File: src/rtl/fsm_sync_mc_if.sv
// fsm_sync_mc_if: per-channel RF detect inputs, controls and status outputs of the sync FSM block
interface fsm_sync_mc_if #(
  parameter int N_CH      = 4,
  parameter int TIMEOUT_W = 8
);
  logic [N_CH-1:0]      rfin;
  logic [N_CH-1:0]      sh_en;
  logic [N_CH-1:0]      fsm_rst;
  logic [TIMEOUT_W-1:0] timeout_cfg;
  logic                 flag_clr;
  logic [N_CH-1:0]      rfin_sync;
  logic [N_CH-1:0]      state;
  logic [N_CH-1:0]      start_pulse;
  logic [N_CH-1:0]      timeout_flag;
  logic                 any_active;
  modport master (
    output rfin, sh_en, fsm_rst, timeout_cfg, flag_clr,
    input  rfin_sync, state, start_pulse, timeout_flag, any_active
  );
  modport slave (
    input  rfin, sh_en, fsm_rst, timeout_cfg, flag_clr,
    output rfin_sync, state, start_pulse, timeout_flag, any_active
  );
endinterface

File: src/rtl/fsm_sync_mc.sv
// fsm_sync_mc: multi-channel RF detect synchroniser with IDLE/ACTIVE/LOCKOUT window FSM and inactivity timeout
module fsm_sync_mc #(
  parameter int N_CH        = 4,
  parameter int SYNC_STAGES = 2,
  parameter int TIMEOUT_W   = 8
) (
  input  logic           clk,
  input  logic           rst_n,
  fsm_sync_mc_if.slave   bus
);
  localparam logic [1:0] IDLE    = 2'b00;
  localparam logic [1:0] ACTIVE  = 2'b01;
  localparam logic [1:0] LOCKOUT = 2'b10;
  localparam logic [TIMEOUT_W:0] ONE = {{TIMEOUT_W{1'b0}}, 1'b1};
  logic [SYNC_STAGES-1:0][N_CH-1:0] sync_q, sync_d;
  logic [N_CH-1:0]                  sh_en_prev_q, sh_en_prev_d;
  logic [N_CH-1:0]                  start_q, start_d;
  logic [N_CH-1:0]                  flag_q, flag_d;
  logic [N_CH-1:0][1:0]             st_q, st_d;
  logic [N_CH-1:0][TIMEOUT_W-1:0]   cnt_q, cnt_d;
  logic [N_CH-1:0]                  rfin_sync, sh_fall, act;
  logic [TIMEOUT_W:0]               inc;
  logic                             hit;
  assign sync_d       = {sync_q[SYNC_STAGES-2:0], bus.rfin};
  assign rfin_sync    = sync_q[SYNC_STAGES-1];
  assign sh_en_prev_d = bus.sh_en;
  assign sh_fall      = sh_en_prev_q & ~bus.sh_en;
  for (genvar c = 0; c < N_CH; c++) begin : g_act
    assign act[c] = st_q[c] == ACTIVE;
  end
  assign bus.rfin_sync    = rfin_sync;
  assign bus.state        = act;
  assign bus.start_pulse  = start_q;
  assign bus.timeout_flag = flag_q;
  assign bus.any_active   = |act;
  // next state per channel; the counter measures quiet ACTIVE cycles and the extra msb of inc catches saturation
  always_comb begin
    st_d    = st_q;
    cnt_d   = cnt_q;
    start_d = '0;
    flag_d  = flag_q & ~{N_CH{bus.flag_clr}};
    inc     = '0;
    hit     = 1'b0;
    for (int i = 0; i < N_CH; i++) begin
      inc = {1'b0, cnt_q[i]} + ONE;
      hit = (bus.timeout_cfg != '0) && (inc >= {1'b0, bus.timeout_cfg});
      if (st_q[i] == IDLE) begin
        st_d[i]    = (!bus.fsm_rst[i] && rfin_sync[i]) ? ACTIVE : IDLE;
        start_d[i] = !bus.fsm_rst[i] && rfin_sync[i];
      end else if (st_q[i] == ACTIVE) begin
        st_d[i]   = bus.fsm_rst[i] ? IDLE : (sh_fall[i] || hit) ? LOCKOUT : ACTIVE;
        flag_d[i] = flag_d[i] | (!bus.fsm_rst[i] && !sh_fall[i] && hit);
      end else begin
        st_d[i] = (bus.fsm_rst[i] || !rfin_sync[i]) ? IDLE : LOCKOUT;
      end
      cnt_d[i] = (st_q[i] != ACTIVE || bus.sh_en[i]) ? '0 : inc[TIMEOUT_W] ? cnt_q[i] : inc[TIMEOUT_W-1:0];
    end
  end
  // all state registers, cleared asynchronously
  always_ff @(posedge clk or negedge rst_n) begin
    if (!rst_n) begin
      sync_q       <= '0;
      sh_en_prev_q <= '0;
      start_q      <= '0;
      flag_q       <= '0;
      st_q         <= '0;
      cnt_q        <= '0;
    end else begin
      sync_q       <= sync_d;
      sh_en_prev_q <= sh_en_prev_d;
      start_q      <= start_d;
      flag_q       <= flag_d;
      st_q         <= st_d;
      cnt_q        <= cnt_d;
    end
  end
endmodule

File: src/flat_wrapper.sv
// flat-port wrapper written by rule: the top's interface ports become plain ports
module fsm_sync_mc_flat 
#(
  parameter int N_CH        = 4,
  parameter int SYNC_STAGES = 2,
  parameter int TIMEOUT_W   = 8
)
  (clk, rst_n, bus_rfin, bus_sh_en, bus_fsm_rst, bus_timeout_cfg, bus_flag_clr, bus_rfin_sync, bus_state, bus_start_pulse, bus_timeout_flag, bus_any_active);
  fsm_sync_mc_if #(.N_CH(N_CH), .TIMEOUT_W(TIMEOUT_W)) bus_i ();
  input  logic clk;
  input  logic rst_n;
  input wire logic [$bits(bus_i.rfin)-1:0] bus_rfin;
  input wire logic [$bits(bus_i.sh_en)-1:0] bus_sh_en;
  input wire logic [$bits(bus_i.fsm_rst)-1:0] bus_fsm_rst;
  input wire logic [$bits(bus_i.timeout_cfg)-1:0] bus_timeout_cfg;
  input wire logic [$bits(bus_i.flag_clr)-1:0] bus_flag_clr;
  output wire logic [$bits(bus_i.rfin_sync)-1:0] bus_rfin_sync;
  output wire logic [$bits(bus_i.state)-1:0] bus_state;
  output wire logic [$bits(bus_i.start_pulse)-1:0] bus_start_pulse;
  output wire logic [$bits(bus_i.timeout_flag)-1:0] bus_timeout_flag;
  output wire logic [$bits(bus_i.any_active)-1:0] bus_any_active;
  assign bus_i.rfin = bus_rfin;
  assign bus_i.sh_en = bus_sh_en;
  assign bus_i.fsm_rst = bus_fsm_rst;
  assign bus_i.timeout_cfg = bus_timeout_cfg;
  assign bus_i.flag_clr = bus_flag_clr;
  assign bus_rfin_sync = bus_i.rfin_sync;
  assign bus_state = bus_i.state;
  assign bus_start_pulse = bus_i.start_pulse;
  assign bus_timeout_flag = bus_i.timeout_flag;
  assign bus_any_active = bus_i.any_active;
  fsm_sync_mc #(.N_CH(N_CH), .SYNC_STAGES(SYNC_STAGES), .TIMEOUT_W(TIMEOUT_W)) u_core (.clk(clk), .rst_n(rst_n), .bus(bus_i));
endmodule
File: config.mk
export PLATFORM = sky130hd
export DESIGN_NAME = fsm_sync_mc_flat
export DESIGN_NICKNAME = d
export VERILOG_FILES = /design/src/rtl/fsm_sync_mc_if.sv /design/src/rtl/fsm_sync_mc.sv /design/src/flat_wrapper.sv
export SDC_FILE = /design/constraint.sdc
export NUM_CORES = 1
export LEC_CHECK = 0
export ABC_AREA = 1
export CORE_UTILIZATION = 61
export CTS_CLUSTER_DIAMETER = 120
export DETAILED_ROUTE_END_ITERATION = 16
export GPL_ROUTABILITY_DRIVEN = 1
export PLACE_DENSITY = 0.86
export SYNTH_ARGS = -nofsm -noshare
export SYNTH_HDL_FRONTEND = slang
export SYNTH_SLANG_ARGS = --single-unit
File: constraint.sdc
create_clock -name clk -period 4.9 [get_ports clk]
set_clock_uncertainty 0.05 [all_clocks]
set_input_delay 0.98 -clock clk [delete_from_list [all_inputs] [get_ports clk]]
set_output_delay 0.98 -clock clk [all_outputs]
set_load 0.01 [all_outputs]
# Yosys cells after proc, flatten, opt, wreduce, memory -nomap -nowiden
# Cells that the tools add are included.
# totals
reg_bits,60
output_inout_bits,17
# op_classes
n_addsub,4
n_eq_ne,12
bitwise,8
n_reduce_logical,46
order_cmp,4
n_mux,44
# ops
cell,count
8-bit two-way mux,8
2-bit two-way mux,20
8-bit by 1-bit adder with 9-bit output (second input constant),4
9-bit by 8-bit greater-or-equal comparator with 1-bit output,4
1-bit logical AND,16
1-bit two-way mux,16
1-bit zero test,12
1-bit logical OR,12
4-bit AND,2
2-bit by 1-bit == test with 1-bit output (second input constant),4
2-bit zero test,4
2-bit by 1-bit != test with 1-bit output (second input constant),4
2-bit != test (second input constant),4
4-bit inverter,2
8-bit nonzero test,1
1-bit bitwise OR,4
4-bit OR reduction,1

# Longest topological paths before layout
# depth
depth_word,8
ltp_mapped,18
depth_no_buf,18

# Worst setup path before layout
# No wires, ideal clock.
# synth_timing
path_kind,input port to flip-flop
startpoint,in bus_timeout_cfg[4]
endpoint,reg u_core.st_q[3] (netlist bit)
setup_ns,0.117
t_arrival_ns,1.956
n_path_buf,0
required_time_ns,4.733
cell_stages,14
path_slack_ns,2.778
cell_sequence,inv_1 ha_1 nand2_1 inv_1 nand2_1 nand3_1 nand2_1 nand2_1 nand2_1 nand2_1 nand2_1 nand2_1 nand2_1 nand2_1
# synth_rtl
element,line_no,text
from (decl),flat_wrapper.sv:15,input wire logic [$bits(bus_i.timeout_cfg)-1:0] bus_timeout_cfg;
to (signal assigned),fsm_sync_mc.sv:73,st_q <= st_d;
to (decl),fsm_sync_mc.sv:19,"logic [N_CH-1:0][1:0] st_q, st_d;"

# Worst setup path in the final report
# layout_timing
startpoint,reg u_core.st_q[3] (netlist bit)
endpoint,out bus_any_active
# layout_via
elab_chain_len,2
# layout_lines
element,line_no,text
2-bit by 1-bit == test with 1-bit output,fsm_sync_mc.sv:29,assign act[c] = st_q[c] == ACTIVE;
4-bit OR reduction,fsm_sync_mc.sv:35,assign bus.any_active = |act;
to (decl),flat_wrapper.sv:21,output wire logic [$bits(bus_i.any_active)-1:0] bus_any_active;
# Every way passes these cells.

==> results.toml <==
[floorplan]
die_h_um = 77.9
core_area_mm2 = 0.00554
die-width_um = 77.9
die_area_mm2 = 0.00607
io_pins = 40
initial_core_util = 0.635
rows = 27

[sta]
fin_tns_setup_ps = 0
setup_viol = 0
hold_ws_ps = 304
rsz0062_at_grt = "no"
min_period_over_period = 0.564
final_hold_viol_count = 0
worst_slack_ps = 2140
drv_slew = 0
period_minus_slack_ps = 2760
timing.fmax_mhz = 362
tightest_slew_ps = 733
slew_headroom = 0.511

[status]
status = "finished, final reports clean"

[critical_path]
reg2reg_slack_ps = 2450
start_kind = "register"
worstPathMaxFanout = 3
path_delay_family = "buffers and inverters"
slowest_stage = "clkdlybuf4s50_1"
crit_required_ps = 3870
path_cells = "nor2_1 > inv_1 > nand4_1 > clkdlybuf4s50_1"
worst-endpoint-arrival_ps = 1730
ff2ff_path_depth = 14
worstReg2RegEnd = "u_core.st_q[5]"
crit_buf_inv = 2
crit_path_end_kind = "output port"
crit_start = "u_core.st_q[3]"
crit_type = "register to output port"
rr_startpoint = "u_core.cnt_q[16]"
slowest_delay_ps = 540

[global_route]
antenna_found_initial = 0
grt_usage = 0.281
grt_pass1_wl_mm = 12.9
grt_pass1_vias = 2923
overflow = 0
grt_max_degree = 61

[cts]
cts_buffers = 9
postCtsHoldBufs = 0
cts_buffer_depth = 2
clock-sinks = 60
clk_pin_slew_ps = 70
clockRootBuffer = "clkbuf_8"
cts_tree = "built"
clock_latency_ps = 350
postCtsSetupRepairBufs = 0
cts-htree-levels = 3
cts_resized = 0

[final_layout]
drive_above_1_share = 0.0854
area_growth_pct = 20.8
fill_cells = 409
final_nets = 546
antenna_cells = 0

[route]
drt_iter0_drc = 176
drc = 0
routed_wl_mm = 7.84
wl_per_cell_um = 13.9
vias_per_cell = 5.24
vias = 2953
drt_pass1_iterations = 4
ant_nets = 0

[hold_path]
hp-class = "register to register"
hold_depth = 0
hold_end = "u_core.bus.rfin_sync[0]"
holdCritStartpoint = "u_core.sync_d[4]"

[synth]
synthesis.area_mm2 = 0.00352
synth_seq_cells = 60
synth_cells = 436
synth_cell_types = 24
avgSynthCellArea_um2 = 8.06
syn_nets = 495
synth_warnings = 0
ys_seq_area_frac = 0.427

[placement]
gp_congestion = 0.890
dp_hpwl_mm = 5.58
io_buffers = 39
pre_cts_ws_ps = 2080

[power_and_ir_drop]
power_leakage_uw = 0.00242
ir_worst_vdd_mv = 0.321
powerDensity_mw_per_mm2 = 302

[job]
drv_cap = 0
==> final cells by class <==
class / count / area (µm²) / share of cell area
Clock buffer: 9 / 124 / 0.0292
Clock inverter: 7 / 124 / 0.0292
Inverter: 81 / 304 / 0.0716
Multi-Input combinational cell: 295 / 1710 / 0.403
Sequential cell: 60 / 1500 / 0.354
Tap cell: 72 / 90.1 / 0.0212
Timing Repair Buffer: 40 / 393 / 0.0925
==> state kept, by name, indices dropped and copies added (netlist names) <==
signal	count
u_core.cnt_q	32
u_core.bus.start_pulse	4
u_core.sync_d	4
u_core.bus.timeout_flag	4
u_core.st_q	8
u_core.sh_en_prev_q	4
u_core.bus.rfin_sync	4
==> placed cells by master, fill, tap and decap left out, types with 2 or more instances in the layout <==
cell	instances
a21oi_1	14
a31o_2	2
bufinv_16	3
clkbuf_8	9
clkdlybuf4s50_1	38
clkinv_4	2
dfrtp_1	60
ha_1	36
inv_1	76
inv_2	5
nand2_1	127
nand3_1	22
nand3_2	4
nand4_1	4
nor2_1	26
nor2_2	4
nor2_4	4
nor3_1	4
o21ai_0	13
o21ai_1	3
o21bai_1	3
o22ai_1	4
or2_1	2
or2_2	3
xor2_1	17
==> layer usage <==
metal / GRT usage / share of wire / vias to the layer above
met2: 0.489 / 0.51 / 71
met1: 0.338 / 0.43 / 1392
li1: - / - / 1471
met3: 0.0388 / 0.037 / 19
met5: 0 / 0 / -
met4: 0.148 / 0.025 / 0
==> worst max path at each step <==
stage          depth (start not counted)              to  slack (ps)
2_1_floorplan                         14  u_core.st_q[3]        2780
3_3_place_gp                          14  u_core.st_q[2]        2130
3_5_place_dp                          15  u_core.st_q[3]        2080
4_1_cts                                4  bus_any_active        2150
5_1_grt                                4  bus_any_active        2070
6_report                               4  bus_any_active        2140
==> synthesized netlist by cell type, drive strengths merged <==
| cell | instances | area (µm²) |
|---|---|---|
| o21ai | 16 | 80.1 |
| nand3 | 26 | 150 |
| nor4 | 1 | 6.26 |
| a31o | 2 | 17.5 |
| nor3 | 4 | 20.0 |
| a21oi | 14 | 70.1 |
| or2 | 5 | 31.3 |
| o21bai | 3 | 22.5 |
| nor2 | 34 | 168 |
| o22ai | 4 | 25.0 |
| xor2 | 17 | 149 |
| nand4 | 5 | 37.5 |
| inv | 81 | 304 |
| nand2 | 128 | 483 |
| dfrtp | 60 | 1500 |
| ha | 36 | 450 |
==> per-stage QoR <==
step           utilization  cell area, µm²  total power, µW  std cells
3_3_place_gp         0.722            4000              720        548
2_1_floorplan            -            3520              647        436
5_1_grt              0.766            4250             1330        564
4_1_cts              0.766            4250             1280        564
6_report             0.766            4250             1280        564
3_5_place_dp         0.722            4000              728        548
==> kinds of logic after synthesis <==
group                      count (synthesis)  share of synthesized area
and+or+nand+nor                          203                      0.255
buffers and inverters                     81                     0.0865
DFF                                       60                      0.427
AOI/OAI and AO/OA                         39                     0.0612
adders and majority gates                 36                      0.128
xor gates and xnor gates                  17                     0.0423
==> power breakdown <==
part | switching [µW] | internal [µW] | total, µW
Clock | 216 | 341 | 557
Sequential | 26.4 | 519 | 545
Combinational | 102 | 77.8 | 180
Note: power is estimated with default switching activity, not from simulation.
